## config.mk

```make
export PLATFORM = sky130hd
export DESIGN_NAME = ps2_host_tx
export DESIGN_NICKNAME = d
export VERILOG_FILES = /design/src/rtl/ps2_host_tx.sv
export SDC_FILE = /design/constraint.sdc
export NUM_CORES = 1
export LEC_CHECK = 0
export BUFFER_PORTS_ARGS = -buffer_cell sky130_fd_sc_hd__buf_2
export CAP_MARGIN = 20
export CORE_ASPECT_RATIO = 1.2
export CORE_MARGIN = 4
export CORE_UTILIZATION = 25
export DETAILED_ROUTE_END_ITERATION = 12
export SYNTH_ARGS = -nofsm -noshare
export SYNTH_HDL_FRONTEND = slang
export SYNTH_SLANG_ARGS = --single-unit
```

## constraint.sdc

```tcl
create_clock -name clk -period 3.2 [get_ports clk]
set_input_delay 0 -clock clk [delete_from_list [all_inputs] [get_ports clk]]
set_output_delay 0 -clock clk [all_outputs]
set_load 0.05 [all_outputs]
```

## src/rtl/ps2_host_tx.sv

```systemverilog
// PS/2 host-to-device command transmitter: inhibit, start bit, 8 data bits LSB first, odd parity, stop, ACK check.
// Latency: frame paced by the device clock; done/error registered; tx_start ignored (no backpressure) while busy.
module ps2_host_tx #(
    parameter int CLK_FREQ       = 100_000_000,
    parameter int INHIBIT_CYCLES = 12000,
    parameter int TIMEOUT_CYCLES = 1_500_000,
    parameter int FILTER_LEN     = 4
) (
    input  logic       clk,
    input  logic       rst,
    input  logic [7:0] tx_data,
    input  logic       tx_start,
    input  logic       ps2_clk_i,
    input  logic       ps2_data_i,
    output logic       ps2_clk_oe,
    output logic       ps2_data_oe,
    output logic       busy,
    output logic       done,
    output logic       error,
    output logic [1:0] err_code
);

    localparam int IW = $clog2(INHIBIT_CYCLES);
    localparam int TW = $clog2(TIMEOUT_CYCLES);
    localparam int FW = $clog2(FILTER_LEN);

    localparam logic [IW-1:0] INH_LAST = IW'(INHIBIT_CYCLES - 1);
    localparam logic [IW-1:0] INH_DOE  = IW'(INHIBIT_CYCLES - 2);
    localparam logic [TW-1:0] TO_LAST  = TW'(TIMEOUT_CYCLES - 1);
    localparam logic [FW-1:0] FLT_LAST = FW'(FILTER_LEN - 1);

    if (CLK_FREQ <= 0 || INHIBIT_CYCLES < 2 || TIMEOUT_CYCLES < 2 || FILTER_LEN < 2) begin : g_param_check
        $error("ps2_host_tx: invalid parameter set");
    end

    typedef enum logic [2:0] {
        IDLE,
        INHIBIT,
        SEND,
        ACK,
        WAIT_IDLE
    } state_t;

    logic [1:0]    clk_sync, data_sync;
    logic          clk_flt, clk_fall;
    logic [FW-1:0] flt_cnt;

    // Line idles high, so the conditioning chain resets to 1 to avoid a false edge.
    always_ff @(posedge clk or negedge rst) begin
        if (!rst) begin
            clk_sync  <= 2'b11;
            data_sync <= 2'b11;
            clk_flt   <= 1'b1;
            flt_cnt   <= '0;
            clk_fall  <= 1'b0;
        end else begin
            clk_sync  <= {clk_sync[0], ps2_clk_i};
            data_sync <= {data_sync[0], ps2_data_i};
            clk_fall  <= 1'b0;
            if (clk_sync[1] == clk_flt) begin
                flt_cnt <= '0;
            end else if (flt_cnt == FLT_LAST) begin
                clk_flt  <= clk_sync[1];
                flt_cnt  <= '0;
                clk_fall <= ~clk_sync[1];
            end else begin
                flt_cnt <= flt_cnt + 1'b1;
            end
        end
    end

    state_t        state, state_nxt;
    logic [7:0]    tx_byte, byte_nxt;
    logic          parity, par_nxt;
    logic [3:0]    bitcnt, bitcnt_nxt;
    logic [IW-1:0] icnt, icnt_nxt;
    logic [TW-1:0] tcnt, tcnt_nxt;
    logic          clk_oe_nxt, data_oe_nxt, busy_nxt, done_nxt, error_nxt;
    logic [1:0]    code_nxt;
    logic          timeout;

    assign timeout = (tcnt == TO_LAST);

    always_ff @(posedge clk or negedge rst) begin
        if (!rst) begin
            state       <= IDLE;
            tx_byte     <= '0;
            parity      <= 1'b0;
            bitcnt      <= '0;
            icnt        <= '0;
            tcnt        <= '0;
            ps2_clk_oe  <= 1'b0;
            ps2_data_oe <= 1'b0;
            busy        <= 1'b0;
            done        <= 1'b0;
            error       <= 1'b0;
            err_code    <= 2'b00;
        end else begin
            state       <= state_nxt;
            tx_byte     <= byte_nxt;
            parity      <= par_nxt;
            bitcnt      <= bitcnt_nxt;
            icnt        <= icnt_nxt;
            tcnt        <= tcnt_nxt;
            ps2_clk_oe  <= clk_oe_nxt;
            ps2_data_oe <= data_oe_nxt;
            busy        <= busy_nxt;
            done        <= done_nxt;
            error       <= error_nxt;
            err_code    <= code_nxt;
        end
    end

    always_comb begin
        state_nxt   = state;
        byte_nxt    = tx_byte;
        par_nxt     = parity;
        bitcnt_nxt  = bitcnt;
        icnt_nxt    = icnt;
        tcnt_nxt    = tcnt;
        clk_oe_nxt  = 1'b0;
        data_oe_nxt = ps2_data_oe;
        done_nxt    = 1'b0;
        error_nxt   = 1'b0;
        code_nxt    = err_code;

        case (state)
            IDLE: begin
                data_oe_nxt = 1'b0;
                if (tx_start) begin
                    state_nxt  = INHIBIT;
                    byte_nxt   = tx_data;
                    par_nxt    = ~^tx_data;
                    code_nxt   = 2'b00;
                    icnt_nxt   = '0;
                    clk_oe_nxt = 1'b1;
                end
            end
            INHIBIT: begin
                clk_oe_nxt = 1'b1;
                icnt_nxt   = icnt + 1'b1;
                // Start bit goes out one cycle before the clock is released.
                if (icnt == INH_DOE) data_oe_nxt = 1'b1;
                if (icnt == INH_LAST) begin
                    state_nxt   = SEND;
                    clk_oe_nxt  = 1'b0;
                    data_oe_nxt = 1'b1;
                    tcnt_nxt    = '0;
                    bitcnt_nxt  = '0;
                end
            end
            SEND: begin
                tcnt_nxt = tcnt + 1'b1;
                if (clk_fall) begin
                    bitcnt_nxt = bitcnt + 4'd1;
                    if (bitcnt < 4'd8) begin
                        data_oe_nxt = ~tx_byte[bitcnt[2:0]];
                    end else if (bitcnt == 4'd8) begin
                        data_oe_nxt = ~parity;
                    end else begin
                        data_oe_nxt = 1'b0;
                        state_nxt   = ACK;
                    end
                end
            end
            ACK: begin
                tcnt_nxt = tcnt + 1'b1;
                if (clk_fall) begin
                    if (!data_sync[1]) begin
                        state_nxt = WAIT_IDLE;
                    end else begin
                        state_nxt = IDLE;
                        error_nxt = 1'b1;
                        code_nxt  = 2'b10;
                    end
                end
            end
            WAIT_IDLE: begin
                tcnt_nxt = tcnt + 1'b1;
                if (clk_sync[1] && data_sync[1]) begin
                    state_nxt = IDLE;
                    done_nxt  = 1'b1;
                end
            end
            default: state_nxt = IDLE;
        endcase

        // Timeout overrides whatever the device did in the same cycle.
        if ((state == SEND || state == ACK || state == WAIT_IDLE) && timeout) begin
            state_nxt   = IDLE;
            data_oe_nxt = 1'b0;
            done_nxt    = 1'b0;
            error_nxt   = 1'b1;
            code_nxt    = 2'b01;
        end

        busy_nxt = (state_nxt != IDLE);
    end

endmodule

```

==> results.ini, run 1 <==
[outcome]
result_of_the_run = completed

[global_routing]
via_count_of_the_first_global_routing_pass = 2625
grt_remaining_overflow = 0
grt_max_degree = 67
grt_util_all_layers = 0.102
antenna_found_initial = 0
global_route_wire_length_before_repair_mm = 12.4

[setup_path]
worstSetupPathDepth = 6
critical_path.top_delay_family = simple AND/OR/NAND/NOR gates
critical_path.endpoint_type = register
critical_path.slowest_cell = dfrtp_1
critical_path_buf_inv_count = 1
crit_fanout = 18
worstPathCellList = and2b_1, o2111ai_1, buf_4, or3_1, a21o_1, a22o_1
timing.reg2reg.worst_path_depth = 6
worst_setup_path_start_kind = register
worst_path_largest_cell_delay_ns = 0.66
path_class = reg2reg
critPathArrivalTime_ns = 2.47
worst_ep_required_time_ns = 3.42

[clock_network]
postCtsHoldBufs = 11
cts_setup_buffers = 0
number_of_clock_buffers_inserted_by_tritoncts = 9
cts_tree = done
cts.reportedPaths.clkPinSlew_ns = 0.05
cts.path.max_buffers = 2
clk_latency_ns = 0.33
ctsResizeCount = 0
numClockSinks = 66
htreeDepth = 3
cts-root-buf = clkbuf_16

[timing]
timing_hold_violations_final = 0
grt_setup_unrepaired = false
fin_tns_setup_ns = 0
fmax_ghz = 0.444
setup-violations-final = 0
relSlewSlack = 0.446
min_period_over_period = 0.704
worst_slack_ns = 0.947
max_slew.worst_pin.slew_ns = 0.831
timing.clock.skew_ns = 0.00862
maxSlewViolCount = 0
finalWorstPathRequiredPeriod_ns = 2.25

[logic_synthesis]
synthArstFlopShare = 1.00
yosys.area_share.adder = 0.0225
synth.yosys.seq_area_share = 0.497
post_synth_mux_area_share = 0.0555
synth_area_leaders = dfrtp_1 (46%), xnor2_1 (5.0%), dfstp_2 (3.9%)
synth-edff-count = 0
ys_seq_elements = 66
syn_avg_cell_area_um2 = 9.96
yosys.area_share.xor_xnor = 0.0682
largest_family_of_logic_cells_by_synthesized_area = simple AND/OR/NAND/NOR gates
synthesis.nets = 354
synth_top_flop_cell = dfrtp_1
synth_cells = 335
synth.lib_cells_used.distinct = 52
ys_warn_count = 0
synth-simple-area-share = 0.221
post_synthesis_cell_area_um2 = 3340
share_of_the_synthesized_area_in_compound_gates_ao_oa_aoi_oai = 0.109
synth_largest_area_cell = dfrtp_1
yosysTopAreaCellShare = 0.457

[final_layout]
n_diodes = 0
final_cell_mix = dfrtp_1 (61), nor2_1 (34), nand2_1 (27), nand3_1 (21)
seqCellArea_um2 = 1660
final_common_cell = dfrtp_1
fin_nets = 383
syn_to_final_growth_pct = 20.7
post-route-cell-area_um2 = 4030
multi_input_comb_area_um2 = 1590
drive_above_1_share = 0.130
n_fill_cell = 1363

[die]
floorplan.rows = 46
die_area_um2 = 15300
chipWidth_um = 113
floorplan.core_area_um2 = 13100
floorplan.io_pins = 20
initial_core_util = 0.254
die-height_um = 135

[detailed_routing]
final_antenna_net_count = 0
routedWlPerCell_um = 13.3
remaining_drc_errors = 0
drt_wl_total_mm = 7.16
drt-vias-per-instance = 4.77
firstDrtPassIters = 4
drt-initial-drc-count = 88
num_vias = 2563

[pwr]
switching_power_uw = 404
post-layout-total-power_uw = 1990
p_int_uw = 1590
pwr_density_cell_nw_per_um2 = 494
switching_share = 0.203
clockPowerShare = 0.506
power_leakage_uw = 0.00179
power.sequential.fraction = 0.447
worst_ir_drop_vdd_mv = 0.279
power.combinational.fraction = 0.047

[hold_path]
min_path_type = in2reg
hold_path_depth = 3

[place]
dp_hpwl_mm = 4.98
routability_congestion = 0.776
buffer_ports.inserted = 19
post-place-ws_ns = 0.974
placed_area_um2 = 3610

[flow_run]
cap_violations = 0

-- sequential cells by signal, indices dropped and copies added (netlist names) --
register     cells
ps2_clk_oe       1
icnt            14
error            1
clk_fall         1
tx_byte          8
busy             1
parity           1
flt_cnt          2
err_code         2
state            3
done             1
ps2_data_oe      1
clk_flt          1
bitcnt           4
tcnt            21
clk_sync         2
data_sync        2
-- worst reg2reg max path, delay by kind of cell, from the launching register on --
kind / cells / cell delay [ns]
AOI/OAI and AO/OA: 3 / 0.52
buffers and inverters: 1 / 0.20
DFF: 1 / 0.66
and+or+nand+nor: 2 / 0.77
-- metal layers --
| metal | global-route usage | vias up | routed length, um |
|---|---|---|---|
| li1 | - | 1250 | - |
| met1 | 0.121 | 1252 | 3240 |
| met2 | 0.167 | 46 | 3490 |
| met3 | 0.0211 | 15 | 229 |
| met4 | 0.0635 | 0 | 199 |
| met5 | 0 | - | 0 |
-- through the flow --
stage	cells	util	hold WS, ns
after floorplan	335	-	-0.296
after global placement	510	0.275	0.109
after CTS	537	0.307	0.281
final	537	0.307	0.272
after detailed placement	510	0.275	0.106
after global routing	537	0.307	0.321
-- Yosys cell counts, types with 6 or more instances --
cell type  number
dfrtp_1        61
nor2_1         34
nand2_1        27
nand3_1        21
xnor2_1        19
o21ai_1        13
and3_1         11
clkbuf_1       11
o21ai_0        11
nand4_1        10
mux2_1          8
a31oi_1         7
inv_1           7
nor4_1          7
xor2_1          7
a21oi_1         6
ha_1            6
nand2b_1        6
-- logic make-up after synthesis --
logic type                 Yosys count
muxes                               16
buffers and inverters               23
xor gates and xnor gates            26
and+or+nand+nor                    141
DFF                                 66
adders and majority gates            6
AOI/OAI and AO/OA                   57
-- final timing paths --
check | startpoint | to | slack [ns]
max reg2reg | state[1] | ps2_data_oe | 0.95
max | state[1] | ps2_data_oe | 0.95
min | tx_start | ps2_clk_oe | 0.27
min reg2reg | clk_sync[0] | clk_sync[1] | 0.36
max in group asynchronous | rst | icnt[13] | 2.25
min in group asynchronous | rst | tcnt[9] | 0.42
-- area by class of cell --
cell class / count / share of cell area
Multi-Input combinational cell: 246 / 0.394
Inverter: 7 / 0.00653
Sequential cell: 66 / 0.412
Tap cell: 168 / 0.0522
Clock buffer: 14 / 0.0681
Clock inverter: 2 / 0.00870
Timing Repair Buffer: 34 / 0.0584
-- power by group through the flow --
stage / Combinational (uW) / Sequential (uW) / Clock [uW]
final: 93.8 / 889 / 1010
after global routing: 110 / 892 / 1070
after CTS: 97.7 / 889 / 1030
after detailed placement: 87.0 / 903 / 0
after global placement: 83.8 / 901 / 0
after floorplan: 52.1 / 897 / 0
Note: power is estimated with default switching activity, not from simulation.
==> run 2: changes to the inputs <==
==> constraint.sdc (replaced) <==
create_clock -name clk -period 2.05 [get_ports clk]
set_input_delay 0 -clock clk [delete_from_list [all_inputs] [get_ports clk]]
set_output_delay 0 -clock clk [all_outputs]
set_load 0.05 [all_outputs]
==> run 2 against run 1 <==
  * Clock power grew 59%
  * Count of clock-buffer cells in the layout shrank 3
  * Sequential power grew 56%
  * Critical path depth down 1
  * First-iteration DRC count grew 75%
  * Core utilization up 0.80 points
  * Cell count is 2.2% higher
  * Total power increased by 58%
  * Hold slack worse by 0.029 ns
  * Clock skew decreased by 0.0018 ns
  * Wire length rose by 0.43%
  * Sequential share of layout area decreased by 1.0 points
  * Critical path type unchanged
  * Largest power group unchanged
==> results.ini, run 2 (synthesis results as in run 1) <==
[final_layout]
fin_nets = 395
post-route-cell-area_um2 = 4130
drive_above_1_share = 0.157
n_diodes = 0
top_register = tcnt
largest_register_ffs = 21
syn_to_final_growth_pct = 23.8
final_common_cell = dfrtp_1
finalNonFillerCells = 549
layout_top_registers = tcnt x21, icnt x14, tx_byte x8
final_cell_mix = dfrtp_1 (61), nor2_1 (34), nand2_1 (27), nand3_1 (21)

[clock_network]
numClockSinks = 66
htreeDepth = 3
cts.path.max_buffers = 2
postCtsHoldBufs = 11
cts.reportedPaths.clkPinSlew_ns = 0.06
clk_latency_ns = 0.32
ctsResizeCount = 0
cts_tree = done
number_of_clock_buffers_inserted_by_tritoncts = 9
cts_setup_buffers = 0
cts-root-buf = clkbuf_16

[pwr]
pwr_density_cell_nw_per_um2 = 762
power_leakage_uw = 0.00186
worst_ir_drop_vdd_mv = 0.485

[global_routing]
grt_max_degree = 41
via_count_of_the_first_global_routing_pass = 2595
met2_usage = 0.165
global_route_wire_length_before_repair_mm = 12.6
antenna_found_initial = 0
grt_remaining_overflow = 0
grt_most_used_layer = met2
gr-usage-met1 = 0.128
grt_util_all_layers = 0.102
grt_use_met3 = 0.0206

[timing]
min_period_over_period = 0.935
grt_setup_unrepaired = false
fmax_ghz = 0.522
timing.clock.skew_ns = 0.00683
timing_hold_violations_final = 0
maxSlewViolCount = 0
setup-violations-final = 0
finalWorstPathRequiredPeriod_ns = 1.92
max_slew.worst_pin.slew_ns = 0.659
relSlewSlack = 0.561
fin_tns_setup_ns = 0

[setup_path]
rr_startpoint = state[2]
critical_path.endpoint_type = register
crit_fanout = 8
timing.reg2reg.worst_path_depth = 5
reg2reg_to = icnt[3]
worst_ep_required_time_ns = 2.24
worst_setup_path_start_kind = register
critPathArrivalTime_ns = 2.10
r2r_setup_slack_ns = 0.13
path_class = reg2reg

[die]
initial_core_util = 0.254
floorplan.io_pins = 20
die_area_um2 = 15300
floorplan.core_area_um2 = 13100
floorplan.rows = 46
chipWidth_um = 113
die-height_um = 135

[place]
dp_hpwl_mm = 5.15
routability_congestion = 0.765
placed_area_um2 = 3710
buffer_ports.inserted = 19
dpl.cell_count = 522

[detailed_routing]
final_antenna_net_count = 0
drt-vias-per-instance = 4.80
firstDrtPassIters = 4
drt-initial-drc-count = 154
remaining_drc_errors = 0
drt_wl_total_mm = 7.19
num_vias = 2637
routedWlPerCell_um = 13.1

[flow_run]
cap_violations = 0

[outcome]
result_of_the_run = completed

[hold_path]
min_path_type = in2async

## run 2: cell type report
cell class | instances | area (um2)
Clock buffer | 11 | 233
Clock inverter | 5 | 78.8
Fill cell | 1375 | 8990
Inverter | 7 | 26.3
Multi-Input combinational cell | 246 | 1590
Sequential cell | 66 | 1660
Tap cell | 168 | 210
Timing Repair Buffer | 46 | 338
## run 2: critical path, cell delays in order (launching register included)
cell,delay (ns)
dfrtp_1,0.46
buf_4,0.20
or3b_1,0.43
and2_0,0.34
o21ai_0,0.22
o21ai_0,0.13
## run 2: power breakdown
part	switching, uW	internal, uW
sequential	27.3	1360
clock	546	1060
combinational	71.5	80.5
## run 2: per-layer routing
layer	wire length, um	vias up
met2	3600	42
met3	170	12
met4	171	0
li1	-	1274
met5	0	-
met1	3250	1309
## run 2: worst max path at each step
stage | from | to | slack, ns | depth (start not counted)
after global placement | state[2] | icnt[11] | 0.20 | 6
final | state[2] | icnt[3] | 0.13 | 5
after detailed placement | state[2] | icnt[3] | 0.17 | 5
after CTS | state[2] | icnt[3] | 0.15 | 5
after global routing | state[2] | icnt[13] | 0.009 | 6
after floorplan | icnt[0] | busy | 0.24 | 7
## run 2: per-stage QoR
step | setup slack, ns | power (uW) | hold WS [ns] | utilization
floorplan | 0.245 | 1480 | -0.296 | -
global placement | 0.201 | 1540 | 0.0819 | 0.283
detailed placement | 0.169 | 1550 | 0.0753 | 0.283
CTS | 0.152 | 3190 | 0.277 | 0.315
global route | 0.00889 | 3270 | 0.320 | 0.315
finish | 0.133 | 3150 | 0.243 | 0.315
==> run 3: changes to the inputs <==
--- a/config.mk
+++ b/config.mk
@@ -5,12 +5,14 @@
 export SDC_FILE = /design/constraint.sdc
 export NUM_CORES = 1
 export LEC_CHECK = 0
+export ABC_CLOCK_PERIOD_IN_PS = 2050
 export BUFFER_PORTS_ARGS = -buffer_cell sky130_fd_sc_hd__buf_2
 export CAP_MARGIN = 20
 export CORE_ASPECT_RATIO = 1.2
 export CORE_MARGIN = 4
-export CORE_UTILIZATION = 25
+export CORE_UTILIZATION = 50
 export DETAILED_ROUTE_END_ITERATION = 12
+export PLACE_DENSITY = 0.7
 export SYNTH_ARGS = -nofsm -noshare
 export SYNTH_HDL_FRONTEND = slang
 export SYNTH_SLANG_ARGS = --single-unit
==> run 3 against run 2 <==
  * Clock power down 26%
  * Hold slack worse by 0.029 ns
  * Final area down 5.2%
  * Non-clock buffer count down 2
  * Wire length down 8.5%
  * Flip-flop and latch count unchanged
  * First-iteration DRC count down 27%
  * Sequential power about the same
  * Global-route usage up 7.7 points
  * Maximum frequency up 0.12%
  * Combinational power about the same
==> results.ini, run 3 (synthesis results as in run 1) <==
[outcome]
result_of_the_run = completed

[timing]
maxSlewViolCount = 0
final.hold.worst_slack_ns = 0.214
finalWorstPathRequiredPeriod_ns = 1.91
min_period_over_period = 0.934
timing.clock.skew_ns = 0.00882
grt_setup_unrepaired = false
fin_tns_setup_ns = 0
timing_hold_violations_final = 0
setup-violations-final = 0
max_slew.worst_pin.slew_ns = 0.651
fmax_ghz = 0.522
relSlewSlack = 0.566

[setup_path]
worstPathCellList = buf_4, or3b_1, nor2_1, and2_1, nand3_1, mux2i_1
r2r_setup_slack_ns = 0.14
crit_fanout = 7
worst_ep_required_time_ns = 2.28
worst_setup_path_start_kind = register
critical_path.slowest_cell = or3b_1
path_class = reg2reg
timing.reg2reg.worst_path_depth = 6
critical_path.endpoint_type = register
critPathArrivalTime_ns = 2.14
worst_path_largest_cell_delay_ns = 0.45

[final_layout]
top_register = tcnt
final_common_cell = dfrtp_1
layout_top_registers = tcnt x21, icnt x14, tx_byte x8
drive_above_1_share = 0.150
final_cell_mix = dfrtp_1 (61), nor2_1 (34), nand2_1 (27), nand3_1 (21)
largest_register_ffs = 21
syn_to_final_growth_pct = 17.3
n_diodes = 0
fin_nets = 393

[place]
routability_congestion = 0.797
dp_hpwl_mm = 4.63
buffer_ports.inserted = 19

[detailed_routing]
remaining_drc_errors = 0
routedWlPerCell_um = 14.2
drt-initial-drc-count = 112
num_vias = 2572
final_antenna_net_count = 0
drt-vias-per-instance = 5.54
drt_wl_total_mm = 6.58
firstDrtPassIters = 4

[clock_network]
numClockSinks = 66
htreeDepth = 3
cts.reportedPaths.clkPinSlew_ns = 0.07
cts_setup_buffers = 0
clk_latency_ns = 0.34
cts.path.max_buffers = 2
cts_tree = done
ctsResizeCount = 0
number_of_clock_buffers_inserted_by_tritoncts = 9
cts-root-buf = clkbuf_8

[pwr]
clockPowerShare = 0.436
switching_share = 0.208
power_leakage_uw = 0.00181
power.combinational.fraction = 0.055
power.sequential.fraction = 0.508
switching_power_uw = 565
worst_ir_drop_vdd_mv = 0.492
p_int_uw = 2150
pwr_density_cell_nw_per_um2 = 695

[global_routing]
grt_max_degree = 40
via_count_of_the_first_global_routing_pass = 2574
global_route_wire_length_before_repair_mm = 11.2
grt_remaining_overflow = 0
antenna_found_initial = 0
grt_util_all_layers = 0.179

[flow_run]
cap_violations = 0

[die]
chipWidth_um = 82.6
initial_core_util = 0.518
floorplan.core_area_um2 = 6450
die-height_um = 97.5
floorplan.rows = 32
floorplan.io_pins = 20
die_area_um2 = 8050

[hold_path]
min_path_type = in2async

## run 3: critical path, delay by kind of cell (launching register included)
family                 cells  cell delay (ns)
muxes                      1             0.13
buffers and inverters      1             0.19
and+or+nand+nor            4             1.05
DFF                        1             0.44
## run 3: repair_timing
| item | CTS | global route |
|---|---|---|
| hold buffers | 11 | 0 |
| hold endpoints to repair | 37 | 0 |
| endpoints found under the setup margin | 0 | 0 |
## run 3: final timing paths
kind	from	end
max	state[1]	icnt[11]
min	rst	tx_byte[0]
max reg2reg	state[1]	icnt[11]
min reg2reg	clk_sync[0]	clk_sync[1]
max in group asynchronous	rst	clk_flt
min in group clk	ps2_data_i	data_sync[0]
## run 3: area by class of cell
type | count | area (um2)
clock buffer | 13 | 149
clock inverter | 3 | 65.1
fill | 541 | 2530
inverter | 7 | 26.3
multi-input combinational | 246 | 1590
sequential | 66 | 1660
tap | 85 | 106
timing repair buffer | 44 | 323
## run 3: power by group through the flow
stage	Combinational (uW)	Sequential [uW]	Clock (uW)
2_1_floorplan	81.3	1400	0
6_report	151	1380	1190
5_1_grt	170	1390	1280
3_3_place_gp	134	1410	0
3_5_place_dp	139	1410	0
4_1_cts	155	1380	1210
## run 3: routing by layer
metal,GRT usage,routed length (um),vias up
met2,0.293,3300,42
met4,0.0792,126,0
met3,0.0334,216,10
li1,-,-,1275
met1,0.224,2940,1245
met5,0,0,-
## run 3: per-stage QoR
stage	util	std cells	power (uW)	worst slack, ns	area [um2]
6_report	0.607	464	2720	0.136	3920
5_1_grt	0.607	464	2830	0.0249	3920
4_1_cts	0.607	464	2750	0.134	3920
3_5_place_dp	0.557	437	1550	0.158	3590
3_3_place_gp	0.557	437	1540	0.181	3590
2_1_floorplan	-	335	1480	0.245	3340
